==> src/rtl/sipo_pkg.sv <==
// Shared definitions for the serial-in, parallel-out receiver.
package sipo_pkg;

    // Receiver phase: IDLE while no bits of a word are held, SHIFT otherwise.
    typedef enum logic {
        IDLE  = 1'b0,
        SHIFT = 1'b1
    } state_t;

    // Word length matching the 4-bit parallel-load transmitter at the far end.
    localparam int DEFAULT_WIDTH = 4;

    // Bit-counter width; at least one bit even for the smallest legal word.
    function automatic int cnt_width(input int w);
        return (w <= 2) ? 1 : $clog2(w);
    endfunction

    localparam int DEFAULT_CNT_W = cnt_width(DEFAULT_WIDTH);

endpackage

==> src/rtl/sipo_shreg.sv <==
// WIDTH-bit shift register with enable, synchronous clear and selectable
// shift direction. The "shifted" output is the value the register takes on
// the next enabled edge, so the parent can capture a finished word on the
// same edge that samples its last bit.
module sipo_shreg
    import sipo_pkg::*;
#(
    parameter int WIDTH     = DEFAULT_WIDTH,
    parameter bit MSB_FIRST = 1'b1
) (
    input  logic             clk,
    input  logic             srst,
    input  logic             en,
    input  logic             clear,
    input  logic             din,
    output logic [WIDTH-1:0] shifted
);

    logic [WIDTH-1:0] sr_reg;
    logic [WIDTH-1:0] base;

    // A clear in the same cycle as a shift makes the incoming bit the first
    // bit of a fresh word, so stale contents never leak into the result.
    assign base = clear ? '0 : sr_reg;

    genvar gi;
    generate
        for (gi = 0; gi < WIDTH; gi++) begin : g_bit
            if (MSB_FIRST) begin : g_msb
                if (gi == 0) begin : g_in
                    assign shifted[gi] = din;
                end else begin : g_mv
                    assign shifted[gi] = base[gi-1];
                end
            end else begin : g_lsb
                if (gi == WIDTH - 1) begin : g_in
                    assign shifted[gi] = din;
                end else begin : g_mv
                    assign shifted[gi] = base[gi+1];
                end
            end
        end
    endgenerate

    // Shift register: reset, shift on enable, otherwise optional clear.
    always_ff @(posedge clk) begin
        if (srst) begin
            sr_reg <= '0;
        end else if (en) begin
            sr_reg <= shifted;
        end else if (clear) begin
            sr_reg <= '0;
        end
    end

endmodule

==> src/rtl/sipo_rx.sv <==
// Serial-in, parallel-out receiver: assembles WIDTH bits sampled on sft
// strobes into a word, holds it on qb with a valid/read handshake and
// reports a sticky overrun when an unread word is overwritten.
module sipo_rx
    import sipo_pkg::*;
#(
    parameter int WIDTH     = DEFAULT_WIDTH,
    parameter bit MSB_FIRST = 1'b1
) (
    input  logic             clk,
    input  logic             clr,
    input  logic             sft,
    input  logic             sin,
    input  logic             sync,
    input  logic             rd,
    output logic [WIDTH-1:0] qb,
    output logic             vld,
    output logic             ovr,
    output logic             busy
);

    localparam int             CNT_W = cnt_width(WIDTH);
    localparam logic [CNT_W-1:0] LAST  = CNT_W'(WIDTH - 1);
    localparam logic [CNT_W-1:0] ONE   = CNT_W'(1);

    state_t           state_reg, state_next;
    logic [CNT_W-1:0] cnt_reg, cnt_next;
    logic [WIDTH-1:0] qb_reg;
    logic             vld_reg, vld_next;
    logic             ovr_reg, ovr_next;
    logic             complete;
    logic [WIDTH-1:0] word;

    sipo_shreg #(
        .WIDTH     (WIDTH),
        .MSB_FIRST (MSB_FIRST)
    ) u_shreg (
        .clk     (clk),
        .srst    (clr),
        .en      (sft),
        .clear   (sync),
        .din     (sin),
        .shifted (word)
    );

    // Next state, bit count and handshake flags; sync takes precedence over
    // completion because it restarts the word with the bit sampled now.
    always_comb begin
        state_next = state_reg;
        cnt_next   = cnt_reg;
        complete   = 1'b0;
        vld_next   = vld_reg;
        ovr_next   = ovr_reg;

        if (sync) begin
            if (sft) begin
                cnt_next   = ONE;
                state_next = SHIFT;
            end else begin
                cnt_next   = '0;
                state_next = IDLE;
            end
        end else begin
            case (state_reg)
                IDLE: begin
                    if (sft) begin
                        cnt_next   = ONE;
                        state_next = SHIFT;
                    end
                end
                SHIFT: begin
                    if (sft) begin
                        if (cnt_reg == LAST) begin
                            complete   = 1'b1;
                            cnt_next   = '0;
                            state_next = IDLE;
                        end else begin
                            cnt_next = cnt_reg + ONE;
                        end
                    end
                end
                default: begin
                    cnt_next   = '0;
                    state_next = IDLE;
                end
            endcase
        end

        // A word landing while the previous one is unread and not being
        // popped this cycle is an overrun; a pop on the same edge is not.
        if (complete) begin
            vld_next = 1'b1;
            if (vld_reg && !rd) begin
                ovr_next = 1'b1;
            end
        end else if (rd && vld_reg) begin
            vld_next = 1'b0;
        end
    end

    // State, counter and output registers; clr overrides everything.
    always_ff @(posedge clk) begin
        if (clr) begin
            state_reg <= IDLE;
            cnt_reg   <= '0;
            qb_reg    <= '0;
            vld_reg   <= 1'b0;
            ovr_reg   <= 1'b0;
        end else begin
            state_reg <= state_next;
            cnt_reg   <= cnt_next;
            vld_reg   <= vld_next;
            ovr_reg   <= ovr_next;
            if (complete) begin
                qb_reg <= word;
            end
        end
    end

    assign qb   = qb_reg;
    assign vld  = vld_reg;
    assign ovr  = ovr_reg;
    assign busy = (cnt_reg != '0);

endmodule

==> config.mk <==
export PLATFORM = sky130hd
export DESIGN_NAME = sipo_rx
export DESIGN_NICKNAME = d
export VERILOG_FILES = /design/src/rtl/sipo_pkg.sv /design/src/rtl/sipo_shreg.sv /design/src/rtl/sipo_rx.sv
export SDC_FILE = /design/constraint.sdc
export NUM_CORES = 1
export LEC_CHECK = 0
export ABC_AREA = 0
export BUFFER_PORTS_ARGS = -buffer_cell sky130_fd_sc_hd__buf_4
export CAP_MARGIN = 20
export CORE_AREA = 4 4 41 43
export DETAILED_ROUTE_END_ITERATION = 10
export DIE_AREA = 0 0 45 47
export GPL_ROUTABILITY_DRIVEN = 0
export PLACE_DENSITY = 0.66
export SLEW_MARGIN = 10
export SYNTH_ARGS = -nofsm -noshare
export SYNTH_HDL_FRONTEND = slang
export SYNTH_SLANG_ARGS = --single-unit
==> constraint.sdc <==
create_clock -name clk -period 1.1 [get_ports clk]
set_input_delay 0.11 -clock clk [delete_from_list [all_inputs] [get_ports clk]]
set_output_delay 0.11 -clock clk [all_outputs]
set_load 0.01 [all_outputs]
Word-level counts from Yosys, hierarchy flattened
Index checks and enable logic that the tools add are counted.
{"block": "word_totals", "input_bits": 6, "reg_bits": 12, "output_inout_bits": 7, "elab_cells": 37}
{"block": "op_classes", "add_sub_neg": 1, "eq_ne": 3, "muxes": 19, "bitwise": 1, "n_reduce_logical": 7}
{"cell": "2-to-1 mux 1 bit", "n": 11}
{"cell": "2-to-1 mux 2 bit", "n": 4}
{"cell": "2-to-1 mux 3 bit", "n": 2}
{"cell": "inequality test 3 bit, second input constant", "n": 2}
{"cell": "one-hot mux 2 bit (2 select lines)", "n": 1}
{"cell": "AND reduction 2 bit", "n": 2}
{"cell": "nonzero test 2 bit", "n": 2}
{"cell": "adder 2 x 1 -> 2 bit, second input constant", "n": 1}
{"cell": "== test 2 bit, second input constant", "n": 1}
{"cell": "logical AND 1 bit", "n": 2}
{"cell": "one-hot mux 1 bit (2 select lines)", "n": 1}
{"cell": "logical NOT 1 bit", "n": 1}
{"cell": "NOT 1 bit", "n": 1}

Logic depth before layout (Yosys ltp)
{"block": "logic_depth", "depth_word": 6, "ltp_mapped": 4, "depth_no_buf": 4}

By module
Synthesis repeated with hierarchy kept, for this count alone.
{"block": "unflattened", "cells_unflattened": 54, "hier_area_um2": 511.7}
{"module": "sipo_rx", "area_each_um2": 379.1, "cells_per_inst": 40, "instances": 1, "seq_area_each_um2": 180.2}
{"module": "sipo_shreg", "area_each_um2": 132.6, "cells_per_inst": 14, "instances": 1, "seq_area_each_um2": 60.1}

Worst setup path before layout
Ideal clock, no wire load.
{"block": "synth_path", "path_type": "register to register", "start": "register cnt_reg[0]", "end": "register state_reg", "stages_incl_launch_ff": 5, "setup_time_ns": 0.079, "synth_period_minus_slack_ns": 1.061, "slack_ns": 0.039, "t_required_ns": 1.021, "t_arrival_ns": 0.981, "path_buffers": 1, "path_cell_list": "dfxtp_1 ha_1 and4b_1 buf_6 a211oi_2"}
{"block": "synth_between", "elab_chain_cells": 5}
{"item": "from (decl)", "line_no": "sipo_rx.sv:27", "source": "logic [CNT_W-1:0] cnt_reg, cnt_next;"}
{"item": "from (signal assigned)", "line_no": "sipo_rx.sv:111", "source": "cnt_reg <= cnt_next;"}
{"item": "== test 2 bit", "line_no": "sipo_rx.sv:73", "source": "if (cnt_reg == LAST) begin"}
{"item": "2-to-1 mux 1 bit", "line_no": "sipo_rx.sv:73"}
{"item": "2-to-1 mux 1 bit", "line_no": "sipo_rx.sv:72", "source": "if (sft) begin"}
{"item": "one-hot mux 1 bit (2 select lines)", "line_no": "sipo_rx.sv:64", "source": "case (state_reg)"}
{"item": "2-to-1 mux 1 bit", "line_no": "sipo_rx.sv:55", "source": "if (sync) begin"}
{"item": "to (signal assigned)", "line_no": "sipo_rx.sv:110", "source": "state_reg <= state_next;"}
{"item": "to (decl)", "line_no": "sipo_rx.sv:26", "source": "state_t state_reg, state_next;"}
No other way between the ends.
A chain may end at the register's enable or synchronous reset.

Worst setup path after layout
{"block": "layout_path", "start": "register cnt_reg[1]", "end": "output busy"}
{"block": "layout_between", "elab_chain_cells": 1}
{"item": "nonzero test 2 bit", "line_no": "sipo_rx.sv:123", "source": "assign busy = (cnt_reg != '0);"}
{"item": "to (decl)", "line_no": "sipo_rx.sv:19", "source": "output logic busy"}
No other way between the ends.

==> results.yml <==
status:
  status: "finished with violations"
  violations: "setup timing"
detailed_routing:
  drt-total-wl_um: 991
  dr.pass1.iters: 2
  drt_iter0_drc: 3
  route.detailed.drc: 0
  ant_nets: 0
  wire_per_inst_um: 11.52
  num_vias: 427
  viasPerCell: 4.965
power_and_ir_drop:
  pwr-share-clk_pct: 40.0
  ir_drop_mv: 0.7200
  pwr-share-comb_pct: 9.2
  p_leak_nw: 0.2996
  power_mw: 0.8799
  p_int_mw: 0.6877
  seqPwrFrac_pct: 50.8
  p_switching_mw: 0.1922
  power_density_mw_per_mm2: 1206
  switching_share_pct: 21.85
sta:
  slew_viol_final: 0
  period_minus_slack_ns: 1.125
  hold_viol: 0
  fmax_mhz: 888.7
  fin_crit_sh_pct: 102.3
  fin_skew_ns: 0.002708
  setup_slack_ns: -0.02521
  rsz0062_at_grt: "yes"
  worst_pin_slew_ns: 0.2213
  finalSetupViolations: 1
  slew_headroom_pct: 85.16
cts:
  cts_tree: "built"
  clk_latency_ns: 0.27
  cts_made_buffers: 3
  cts_root_buf: "clkbuf_4"
  clockBufferDepth: 2
  clk_pin_slew_worst_paths_ns: 0.08
  cts_hold_buf: 0
  clock_sinks: 12
  ctsHtreeMaxLevel: 1
setup_path:
  worstPathMaxFanout: 2
  crit_type: "reg2out"
  critPathRequiredTime_ns: 0.99
  cp.arrival_ns: 1.02
  r2r_end: "qb[1]"
  rr_startpoint: "cnt_reg[0]"
  worst-r2r-setup-slack_ns: 0.02
  end_kind: "output pin"
  r2r_cells: 3
  startpoint_type: "register"
global_routing:
  antenna_found_initial: 0
  grt_pass1_wl_mm: 1.656
  grt_pass1_vias: 412
  grt_max_degree: 18
  grt_usage_pct: 11.06
  grt_overflow: 0
synth:
  syn_area_sq_um: 544.3
  ys_types: 17
  ys_warn_count: 0
  synth_nets: 62
  syn_area_per_cell_sq_um: 10.08
  ys_ff_latch: 12
  seq_area_frac_synth_pct: 44.14
  syn_inst: 54
  synth_top_area_share_pct: 44.14
  synthTopCellsByArea: "dfxtp_1 44%, nand2b_1 15%, mux2i_1 11%"
  yosys.area.top_type: "dfxtp_1"
min_path:
  min_path_cells: 2
  min_path_type: "in2reg"
  hold_end: "cnt_reg[1]"
  hp-start: "sync"
placed_design:
  dpl.hpwl_um: 701.2
  numPortBuffers: 12
die:
  die-area_sq_mm: 0.002115
  die_w_um: 45
  rows: 13
  core_sq_mm: 0.001301
  pin_count: 13
  start_util_pct: 41.83
  die_h_um: 47
cells_and_area:
  final_common_cell: "buf_4"
  final_cell_mix: "14 x buf_4, 13 x nand2b_1, 10 x dfxtp_1"
  diodes: 0
  areaGrowthSynthToFinish_pct: 34.02
  largest_reg_flops: 4
  drive_gt1_share_pct: 39.44
  utilization_pct: 56.06
  num-nets-final: 80
  fill_cells: 130
job:
  cap_violations: 0
-- layer usage --
metal	vias to the layer above	global-route usage (%)	routed length [um]
met5	-	0	0
met4	0	1.754	0
met3	0	5.747	77
met2	12	20.06	483
met1	195	11.60	430
li1	220	-	-
-- logic make-up after synthesis --
kind of cell | after synthesis | synth area share [%]
muxes | 6 | 11.03
DFF | 12 | 44.14
AOI/OAI and AO/OA | 6 | 8.275
buffers and inverters | 7 | 6.666
and+or+nand+nor | 21 | 25.29
adders and majority gates | 2 | 4.597
-- cell usage after synthesis, drive strengths merged --
| cell | instances |
|---|---|
| and4b | 2 |
| or3b | 1 |
| a211oi | 3 |
| a21oi | 2 |
| ha | 2 |
| dfxtp | 12 |
| nand4b | 1 |
| nand3 | 1 |
| nand2b | 13 |
| o31ai | 1 |
| mux2i | 6 |
| inv | 4 |
| buf | 3 |
| nand2 | 1 |
| nor3 | 2 |
-- power by group through the flow --
stage,Clock (mW),Sequential [mW],Combinational (mW)
2_1_floorplan,0,0.457,0.0376
3_3_place_gp,0,0.456,0.0729
3_5_place_dp,0,0.457,0.0729
4_1_cts,0.368,0.447,0.0800
5_1_grt,0.383,0.449,0.0902
6_report,0.352,0.447,0.0808
-- how the worst max path moves through the flow --
stage | startpoint | endpoint | depth (start not counted)
2_1_floorplan | cnt_reg[0] | state_reg | 4
3_3_place_gp | cnt_reg[0] | qb[2] | 3
3_5_place_dp | cnt_reg[0] | qb[0] | 3
4_1_cts | cnt_reg[1] | busy | 5
5_1_grt | cnt_reg[1] | busy | 5
6_report | cnt_reg[1] | busy | 5
-- critical path, stage by stage, from the launching register on --
cell and delay (ns):
dfxtp_2 0.35, buf_6 0.10, inv_4 0.03, ha_4 0.14, inv_2 0.04, buf_6 0.09
-- final cells by class --
type	count	area (sq um)	share of cell area, %
multi-input cells	35	286.5	39.28
flip-flops and latches	12	242.7	33.28
repair buffers	16	127.6	17.50
clock buffers	4	36.28	4.974
well taps	15	18.77	2.573
inverters	4	17.52	2.401
-- through the flow --
step,TNS [ns],setup WS (ns),cell area [sq um],instances,hold WS (ns)
3_5_place_dp,-0.2794,-0.08002,654.4,81,0.3566
5_1_grt,-0.2728,-0.07657,729.5,86,0.05926
4_1_cts,-0.03682,-0.03682,721.9,86,0.05064
2_1_floorplan,0,0.03920,544.3,54,0.1885
6_report,-0.02521,-0.02521,729.5,86,0.05924
3_3_place_gp,-0.1476,-0.03967,654.4,81,0.3522
-- repair_timing --
action,in CTS,in global routing
buffers inserted,1,0
pin swaps,1,1
setup endpoints to repair,7,7
gates resized for setup,9,2
cloned,0,0
Note: power is estimated with default switching activity, not from simulation.
